### config.mk
export PLATFORM = sky130hd
export DESIGN_NAME = cpu_wb_bridge_flat
export DESIGN_NICKNAME = d
export VERILOG_FILES = /design/src/rtl/cpu_wb_bridge_pkg.sv /design/src/rtl/cpu_wb_bridge_if.sv /design/src/rtl/cpu_wb_bridge_lane.sv /design/src/rtl/cpu_wb_bridge.sv /design/src/flat_wrapper.sv
export SDC_FILE = /design/constraint.sdc
export NUM_CORES = 1
export LEC_CHECK = 0
export CORE_MARGIN = 1.5
export CORE_UTILIZATION = 52
export CTS_CLUSTER_DIAMETER = 60
export DETAILED_ROUTE_END_ITERATION = 8
export PLACE_DENSITY_LB_ADDON = 0.08
export RECOVER_POWER = 50
export SYNTH_ARGS = -nofsm -noshare
export SYNTH_HDL_FRONTEND = slang
export SYNTH_SLANG_ARGS = --single-unit
### constraint.sdc
create_clock -name clk -period 3.65 [get_ports clk]
set_input_delay 0.5475 -clock clk [delete_from_list [all_inputs] [get_ports clk]]
set_output_delay 0.5475 -clock clk [all_outputs]
set_load 0.005 [all_outputs]
### src/rtl/cpu_wb_bridge_pkg.sv
// Shared definitions for the CPU-to-Wishbone bridge: FSM state encoding,
// byte-lane select constants and a helper that classifies unaligned words.
package cpu_wb_pkg;

   typedef enum logic [1:0] {
      IDLE = 2'd0,
      CYC1 = 2'd1,
      CYC2 = 2'd2,
      DONE = 2'd3
   } state_t;

   localparam logic [1:0] SEL_LO = 2'b01;
   localparam logic [1:0] SEL_HI = 2'b10;
   localparam logic [1:0] SEL_W  = 2'b11;

   // A word access at an odd byte address straddles two bus words and has
   // to be split into a high-lane byte cycle followed by a low-lane one.
   function automatic logic isUnaligned(input logic byteAcc, input logic adr0);
      return !byteAcc && adr0;
   endfunction

endpackage

### src/rtl/cpu_wb_bridge_if.sv
// Bundle of the core request signals and the Wishbone bus signals seen by
// the bridge. The master modport is the bridge itself; the slave modport is
// the environment (core plus fabric) that drives the requests and acks.
interface cpu_wb_bridge_if;
   import cpu_wb_pkg::*;

   logic [19:0] cpu_adr_i;
   logic [15:0] cpu_dat_i;
   logic [15:0] cpu_dat_o;
   logic        cpu_byte_i;
   logic        cpu_mem_op_i;
   logic        cpu_m_io_i;
   logic        cpu_we_i;
   logic        cpu_block;

   logic [18:0] wb_adr_o;
   logic [1:0]  wb_sel_o;
   logic [15:0] wb_dat_o;
   logic [15:0] wb_dat_i;
   logic        wb_we_o;
   logic        wb_tgc_o;
   logic        wb_cyc_o;
   logic        wb_stb_o;
   logic        wb_ack_i;

   modport master (
      input  cpu_adr_i, cpu_dat_i, cpu_byte_i, cpu_mem_op_i, cpu_m_io_i, cpu_we_i,
      output cpu_dat_o, cpu_block,
      output wb_adr_o, wb_sel_o, wb_dat_o, wb_we_o, wb_tgc_o, wb_cyc_o, wb_stb_o,
      input  wb_dat_i, wb_ack_i
   );

   modport slave (
      output cpu_adr_i, cpu_dat_i, cpu_byte_i, cpu_mem_op_i, cpu_m_io_i, cpu_we_i,
      input  cpu_dat_o, cpu_block,
      input  wb_adr_o, wb_sel_o, wb_dat_o, wb_we_o, wb_tgc_o, wb_cyc_o, wb_stb_o,
      output wb_dat_i, wb_ack_i
   );

endinterface

### src/rtl/cpu_wb_bridge_lane.sv
// Byte-lane steering for the bridge. The write side picks the lane enables
// and replicated write data for the bus cycle about to start; the read side
// folds the bus read data into the assembled result for the cycle that is
// being acknowledged. The two sides are fed independently because the top
// prepares the next cycle while the current one is being captured.
module cpu_wb_lane
   import cpu_wb_pkg::*;
(
   input  logic        wrAdr0_i,
   input  logic        wrByte_i,
   input  logic        wrPhase2_i,
   input  logic [15:0] wrDat_i,
   output logic [1:0]  wrSel_o,
   output logic [15:0] wrDat_o,

   input  logic        rdAdr0_i,
   input  logic        rdByte_i,
   input  logic        rdPhase2_i,
   input  logic [15:0] rdBus_i,
   input  logic [15:0] rdCur_i,
   output logic [15:0] rdNext_o
);

   // Write lanes: single bytes are replicated onto both lanes so the slave
   // can take them from whichever lane sel enables; the second half of a
   // split word carries the core's high byte on the low lane.
   always_comb begin
      wrSel_o = SEL_W;
      wrDat_o = wrDat_i;
      if (wrPhase2_i) begin
         wrSel_o = SEL_LO;
         wrDat_o = {wrDat_i[15:8], wrDat_i[15:8]};
      end else if (wrByte_i) begin
         wrSel_o = wrAdr0_i ? SEL_HI : SEL_LO;
         wrDat_o = {wrDat_i[7:0], wrDat_i[7:0]};
      end else if (wrAdr0_i) begin
         wrSel_o = SEL_HI;
         wrDat_o = {wrDat_i[7:0], wrDat_i[7:0]};
      end
   end

   // Read assembly: a byte read is zero-extended from its lane, a split word
   // collects the high lane of the first word as the low result byte and the
   // low lane of the second word as the high result byte.
   always_comb begin
      rdNext_o = rdBus_i;
      if (rdPhase2_i) begin
         rdNext_o = {rdBus_i[7:0], rdCur_i[7:0]};
      end else if (rdByte_i) begin
         rdNext_o = {8'h00, (rdAdr0_i ? rdBus_i[15:8] : rdBus_i[7:0])};
      end else if (rdAdr0_i) begin
         rdNext_o = {rdCur_i[15:8], rdBus_i[15:8]};
      end
   end

endmodule

### src/rtl/cpu_wb_bridge.sv
// Bridge from the core's memory-request handshake to a 16-bit Wishbone
// classic master. The core is stalled through cpu_block while one bus
// cycle (or two, for an unaligned word) runs; read data is assembled into
// a register that stays visible to the core until the next read capture.
module cpu_wb_bridge
   import cpu_wb_pkg::*;
(
   input  logic            clk,
   input  logic            rst,
   cpu_wb_bridge_if.master bus
);

   state_t      state_q, state_d;

   logic [19:0] adr_q, adr_d;
   logic [15:0] dat_q, dat_d;
   logic        byte_q, byte_d;
   logic        we_q, we_d;
   logic        mio_q, mio_d;

   logic [15:0] rdData_q, rdData_d;

   logic [18:0] wbAdr_q, wbAdr_d;
   logic [1:0]  wbSel_q, wbSel_d;
   logic [15:0] wbDat_q, wbDat_d;
   logic        wbWe_q, wbWe_d;
   logic        wbTgc_q, wbTgc_d;
   logic        wbCyc_q, wbCyc_d;

   logic        cpuBlock;

   logic        laneAdr0;
   logic        laneByte;
   logic [15:0] laneDat;
   logic [1:0]  laneSelOut;
   logic [15:0] laneDatOut;
   logic [15:0] laneRdOut;
   logic [18:0] secondWord;

   // In IDLE the first bus cycle is prepared straight from the core's
   // inputs because the request fields are being latched on the same edge.
   assign laneAdr0 = (state_q == IDLE) ? bus.cpu_adr_i[0] : adr_q[0];
   assign laneByte = (state_q == IDLE) ? bus.cpu_byte_i   : byte_q;
   assign laneDat  = (state_q == IDLE) ? bus.cpu_dat_i    : dat_q;

   // The second cycle only exists for an odd byte address, so its word is
   // simply the next word index, wrapping at the top of the address space.
   assign secondWord = adr_q[19:1] + 19'd1;

   cpu_wb_lane lane (
      .wrAdr0_i   (laneAdr0),
      .wrByte_i   (laneByte),
      .wrPhase2_i (state_q != IDLE),
      .wrDat_i    (laneDat),
      .wrSel_o    (laneSelOut),
      .wrDat_o    (laneDatOut),
      .rdAdr0_i   (adr_q[0]),
      .rdByte_i   (byte_q),
      .rdPhase2_i (state_q == CYC2),
      .rdBus_i    (bus.wb_dat_i),
      .rdCur_i    (rdData_q),
      .rdNext_o   (laneRdOut)
   );

   // Next-state logic: accept a request in IDLE, run one or two bus cycles
   // and park in DONE for one cycle so the core sees cpu_block low. Bus
   // outputs are only reloaded on entry to a bus cycle or to DONE.
   always_comb begin
      state_d  = state_q;
      adr_d    = adr_q;
      dat_d    = dat_q;
      byte_d   = byte_q;
      we_d     = we_q;
      mio_d    = mio_q;
      rdData_d = rdData_q;
      wbAdr_d  = wbAdr_q;
      wbSel_d  = wbSel_q;
      wbDat_d  = wbDat_q;
      wbWe_d   = wbWe_q;
      wbTgc_d  = wbTgc_q;
      wbCyc_d  = wbCyc_q;
      cpuBlock = 1'b0;

      case (state_q)
         IDLE: begin
            cpuBlock = bus.cpu_mem_op_i;
            if (bus.cpu_mem_op_i) begin
               state_d = CYC1;
               adr_d   = bus.cpu_adr_i;
               dat_d   = bus.cpu_dat_i;
               byte_d  = bus.cpu_byte_i;
               we_d    = bus.cpu_we_i;
               mio_d   = bus.cpu_m_io_i;
               wbAdr_d = bus.cpu_adr_i[19:1];
               wbSel_d = laneSelOut;
               wbDat_d = laneDatOut;
               wbWe_d  = bus.cpu_we_i;
               wbTgc_d = bus.cpu_m_io_i;
               wbCyc_d = 1'b1;
            end
         end

         CYC1: begin
            cpuBlock = 1'b1;
            if (bus.wb_ack_i) begin
               if (!we_q) begin
                  rdData_d = laneRdOut;
               end
               if (isUnaligned(byte_q, adr_q[0])) begin
                  state_d = CYC2;
                  wbAdr_d = secondWord;
                  wbSel_d = laneSelOut;
                  wbDat_d = laneDatOut;
               end else begin
                  state_d = DONE;
                  wbCyc_d = 1'b0;
               end
            end
         end

         CYC2: begin
            cpuBlock = 1'b1;
            if (bus.wb_ack_i) begin
               if (!we_q) begin
                  rdData_d = laneRdOut;
               end
               state_d = DONE;
               wbCyc_d = 1'b0;
            end
         end

         DONE: begin
            state_d = IDLE;
         end

         default: begin
            state_d = IDLE;
            wbCyc_d = 1'b0;
         end
      endcase
   end

   // State register; reset abandons any bus cycle in progress.
   always_ff @(posedge clk or negedge rst) begin
      if (!rst) begin
         state_q <= IDLE;
      end else begin
         state_q <= state_d;
      end
   end

   // Request latches, read-data register and registered Wishbone outputs.
   always_ff @(posedge clk or negedge rst) begin
      if (!rst) begin
         adr_q    <= '0;
         dat_q    <= '0;
         byte_q   <= 1'b0;
         we_q     <= 1'b0;
         mio_q    <= 1'b0;
         rdData_q <= '0;
         wbAdr_q  <= '0;
         wbSel_q  <= '0;
         wbDat_q  <= '0;
         wbWe_q   <= 1'b0;
         wbTgc_q  <= 1'b0;
         wbCyc_q  <= 1'b0;
      end else begin
         adr_q    <= adr_d;
         dat_q    <= dat_d;
         byte_q   <= byte_d;
         we_q     <= we_d;
         mio_q    <= mio_d;
         rdData_q <= rdData_d;
         wbAdr_q  <= wbAdr_d;
         wbSel_q  <= wbSel_d;
         wbDat_q  <= wbDat_d;
         wbWe_q   <= wbWe_d;
         wbTgc_q  <= wbTgc_d;
         wbCyc_q  <= wbCyc_d;
      end
   end

   assign bus.cpu_block = cpuBlock;
   assign bus.cpu_dat_o = rdData_q;
   assign bus.wb_adr_o  = wbAdr_q;
   assign bus.wb_sel_o  = wbSel_q;
   assign bus.wb_dat_o  = wbDat_q;
   assign bus.wb_we_o   = wbWe_q;
   assign bus.wb_tgc_o  = wbTgc_q;
   assign bus.wb_cyc_o  = wbCyc_q;
   assign bus.wb_stb_o  = wbCyc_q;

endmodule

### src/flat_wrapper.sv
// flat-port wrapper written by rule: the top's interface ports become plain ports
module cpu_wb_bridge_flat import cpu_wb_pkg::*;
  (clk, rst, bus_cpu_adr_i, bus_cpu_dat_i, bus_cpu_byte_i, bus_cpu_mem_op_i, bus_cpu_m_io_i, bus_cpu_we_i, bus_cpu_dat_o, bus_cpu_block, bus_wb_adr_o, bus_wb_sel_o, bus_wb_dat_o, bus_wb_we_o, bus_wb_tgc_o, bus_wb_cyc_o, bus_wb_stb_o, bus_wb_dat_i, bus_wb_ack_i);
  cpu_wb_bridge_if bus_i ();
  input  logic clk;
  input  logic rst;
  input wire logic [$bits(bus_i.cpu_adr_i)-1:0] bus_cpu_adr_i;
  input wire logic [$bits(bus_i.cpu_dat_i)-1:0] bus_cpu_dat_i;
  input wire logic [$bits(bus_i.cpu_byte_i)-1:0] bus_cpu_byte_i;
  input wire logic [$bits(bus_i.cpu_mem_op_i)-1:0] bus_cpu_mem_op_i;
  input wire logic [$bits(bus_i.cpu_m_io_i)-1:0] bus_cpu_m_io_i;
  input wire logic [$bits(bus_i.cpu_we_i)-1:0] bus_cpu_we_i;
  output wire logic [$bits(bus_i.cpu_dat_o)-1:0] bus_cpu_dat_o;
  output wire logic [$bits(bus_i.cpu_block)-1:0] bus_cpu_block;
  output wire logic [$bits(bus_i.wb_adr_o)-1:0] bus_wb_adr_o;
  output wire logic [$bits(bus_i.wb_sel_o)-1:0] bus_wb_sel_o;
  output wire logic [$bits(bus_i.wb_dat_o)-1:0] bus_wb_dat_o;
  output wire logic [$bits(bus_i.wb_we_o)-1:0] bus_wb_we_o;
  output wire logic [$bits(bus_i.wb_tgc_o)-1:0] bus_wb_tgc_o;
  output wire logic [$bits(bus_i.wb_cyc_o)-1:0] bus_wb_cyc_o;
  output wire logic [$bits(bus_i.wb_stb_o)-1:0] bus_wb_stb_o;
  input wire logic [$bits(bus_i.wb_dat_i)-1:0] bus_wb_dat_i;
  input wire logic [$bits(bus_i.wb_ack_i)-1:0] bus_wb_ack_i;
  assign bus_i.cpu_adr_i = bus_cpu_adr_i;
  assign bus_i.cpu_dat_i = bus_cpu_dat_i;
  assign bus_i.cpu_byte_i = bus_cpu_byte_i;
  assign bus_i.cpu_mem_op_i = bus_cpu_mem_op_i;
  assign bus_i.cpu_m_io_i = bus_cpu_m_io_i;
  assign bus_i.cpu_we_i = bus_cpu_we_i;
  assign bus_cpu_dat_o = bus_i.cpu_dat_o;
  assign bus_cpu_block = bus_i.cpu_block;
  assign bus_wb_adr_o = bus_i.wb_adr_o;
  assign bus_wb_sel_o = bus_i.wb_sel_o;
  assign bus_wb_dat_o = bus_i.wb_dat_o;
  assign bus_wb_we_o = bus_i.wb_we_o;
  assign bus_wb_tgc_o = bus_i.wb_tgc_o;
  assign bus_wb_cyc_o = bus_i.wb_cyc_o;
  assign bus_wb_stb_o = bus_i.wb_stb_o;
  assign bus_i.wb_dat_i = bus_wb_dat_i;
  assign bus_i.wb_ack_i = bus_wb_ack_i;
  cpu_wb_bridge u_core (.clk(clk), .rst(rst), .bus(bus_i));
endmodule
==> metrics <==
status=complete, but fails checks; failing checks=max-capacitance violations, max-slew violations; Antenna Cells=0; clock network fraction of total power=0.158; Psw=between 1.5 and 2 mW; worst path arrival time=between 2 and 2.5 ns; ANT nets after route=0; final hold violation count=0; nets=between 500 and 600; DRC=0; Synth cell types=34; Layout area overhead=33.85%; DR iter-0 viols=94; slowest stage cell on the critical path=ha_1; placement-stage cell area=~0.0055 sq mm; sequential fraction of the synthesis area=0.5127; Num CTS Buffers=9; setup bufs post-CTS=0; Post-Syn Nets=about 470; WP buf/inv=2; Synth Area per Inst=between 10 and 15 sq um; Max Transition Viols Final=68; clk_skew=around 0.0082 ns; first-pass GRT wire length=16310 um; critical path's top delay family=adder cells; largest net degree at the start of global routing=between 60 and 70; gpl congestion=~0.81; Filler Cells Inserted=589; Via Count=about 3400; Final period util=0.7957; Hold Buf Count CTS=0; GR Util All Layers=0.2404; WL/cell=around 16 um; Total Wirelength=between 9000 and 10000 um; worst-path fanout max=21; cell area after synthesis=around 0.0042 sq mm; top cells by area, synth=dfrtp_1 51%, mux2_2 8.0%, nand2_1 5.1%, mux2i_1 4.9%, o21ai_0 4.5%; final instance area=between 0.005 and 0.006 sq mm; share of cells above drive strength 1=0.1250; initial antenna violation count=0; post-DP HPWL=7076 um; router iterations before antenna repair=4; Yosys top cell area share=0.5127; Num Clock Sinks=87; vias in the first global route=approximately 3400; Final setup viols=0; cell taking the most area after synthesis=dfrtp_1; H-Tree Depth=3; core area=0.007807 sq mm; Post-synth EDFFs=0; Post-Synthesis Cells=slightly above 400; crit-path cells=inv_1 > ha_1 > a21oi_1 > nor2_1 > clkdlybuf4s50_1; Root Buffer=clkbuf_8; setup TNS=0 ns; RSZ-0062 raised after global routing=no; Max-cap violations=1; CP Capture Type=primary output; multi-input logic area=about 0.0019 sq mm; input/output buffers=116; min Tclk post-route=around 2.9 ns; Net Sw Frac=0.3731; Req. time, crit path=~3.1 ns; worst skew pair latency=~0.35 ns; io pins=117; grt ovf=0; most common cell in the netlist=dfrtp_1; CTS tree=built; commonest cells in the synthesized netlist=87 x dfrtp_1, 58 x nand2_1, 38 x o21ai_0, 30 x mux2_2, 28 x nor2_1; clock-pin transition on the worst setup and hold timing paths=around 0.080 ns; Die Ht=approximately 93 um; die area=0.008718 sq mm; Post-Route Utilization=0.7280; Warnings, synthesis=0; die width=approximately 93 um; worst rel slew slack=-0.08859; Worst VDD drop=between 0.4 and 0.5 mV; clk buf depth=2; worst min path class=flip-flop to flip-flop; Worst path max stage delay=0.68 ns; startpoint class of the critical path=flip-flop; Yosys reg bits=87; row count=32; Async S/R FF share, synth=1.000; Seq pwr share=0.368; Post-synth top flop=dfrtp_1; Crit Path Class=flip-flop to primary output; vias per inst=roughly 5.5; slew at the pin closest to its max-slew limit=roughly 1.6 ns; Starting Density=0.5439; Reg area=between 0.002 and 0.0025 sq mm; # resized after CTS=0; Pleak=roughly 2.4 nW; Pint=~3.1 mW; Combinational Power Share=0.475; pwr dens=879.9 mW/mm^2; Max Freq=~340 MHz
logic make-up after synthesis:
family,share of synthesized area
simple gates,0.1402
compound gates,0.1355
flops,0.5127
mux,0.1290
buf+inv,0.03271
xor+xnor,0.03506
fa+ha+maj,0.01473
power by group through the flow:
stage | clock network (mW) | logic (mW) | registers (mW)
after detailed placement | 0 | 2.46 | 1.85
after global placement | 0 | 2.36 | 1.84
after CTS | 0.799 | 2.46 | 1.84
after global routing | 0.840 | 2.66 | 1.90
after floorplan | 0 | 1.46 | 1.79
final | 0.789 | 2.37 | 1.84
routing by layer:
metal / vias to the layer above / share of wire / global-route usage
met1: 1670 / 0.44 / 0.3258
met5: - / 0 / 0
met2: 114 / 0.48 / 0.3889
li1: 1646 / - / -
met3: 13 / 0.064 / 0.05285
met4: 0 / 0.0099 / 0.06692
tightest hold or removal path: stages (launching register included):
cell,delay [ns]
dfrtp_1,0.35
nand2_1,0.05
o21ai_0,0.06
state kept, by name (all words and copies together) (netlist names):
signal,count
u_core.bus.wb_adr_o,19
u_core.bus.wb_sel_o,2
u_core.bus.cpu_dat_o,16
u_core.state_q,2
u_core.adr_q,20
u_core.byte_q,1
u_core.bus.wb_cyc_o,1
u_core.bus.wb_dat_o,16
u_core.dat_q,8
u_core.bus.wb_we_o,1
u_core.bus.wb_tgc_o,1
stage by stage:
step	instances	power (mW)	hold slack, ns	worst slack, ns
4_1_cts	622	5.102	0.3209	0.7149
5_1_grt	622	5.397	0.5174	0.5484
3_5_place_dp	607	4.312	0.4812	0.8462
3_3_place_gp	607	4.196	0.4665	1.051
2_1_floorplan	409	3.254	0.2519	1.933
6_report	622	5.002	0.4872	0.7457
area by class of cell:
type	instances	share of cell area
Sequential cell	87	0.3830
Multi-Input combinational cell	290	0.3401
Inverter	8	0.005283
Clock buffer	9	0.02179
Timing Repair Buffer	120	0.2080
Clock inverter	6	0.01937
Tap cell	102	0.02245
path summary, 6_finish.rpt:
kind | from | end | slack, ns | cells after the start
hold / removal | u_core.bus.wb_dat_o[1]$_DFFE_PN0P_ | u_core.bus.wb_dat_o[1]$_DFFE_PN0P_ | 0.49 | 2
setup reg to reg | u_core.state_q[0]$_DFFE_PN0P_ | u_core.bus.wb_dat_o[2]$_DFFE_PN0P_ | 0.85 | 7
setup / recovery | u_core.state_q[0]$_DFFE_PN0P_ | bus_cpu_block | 0.75 | 5
max in group asynchronous | rst | u_core.bus.wb_adr_o[2]$_DFFE_PN0P_ | 1.31 | 2
hold reg to reg | u_core.bus.wb_dat_o[1]$_DFFE_PN0P_ | u_core.bus.wb_dat_o[1]$_DFFE_PN0P_ | 0.49 | 2
min in group asynchronous | rst | u_core.bus.cpu_dat_o[4]$_DFFE_PN0P_ | 0.61 | 1
placed cells by master (no fill, tap or decap), types with 8 or more instances in the layout:
master / synthesis / layout
nand3_1: 13 / 13
dlygate4sd3_1: 0 / 29
mux2_2: 30 / 30
clkdlybuf4s50_1: 0 / 86
nand2_1: 58 / 57
o21ai_0: 38 / 38
and3_1: 9 / 9
xor2_1: 10 / 10
a21oi_1: 27 / 27
clkbuf_8: 0 / 9
o21ai_1: 11 / 11
a22oi_1: 8 / 8
nor2_1: 28 / 28
dfrtp_1: 87 / 87
mux2i_1: 21 / 21
Power figures use the tool's default switching activity.
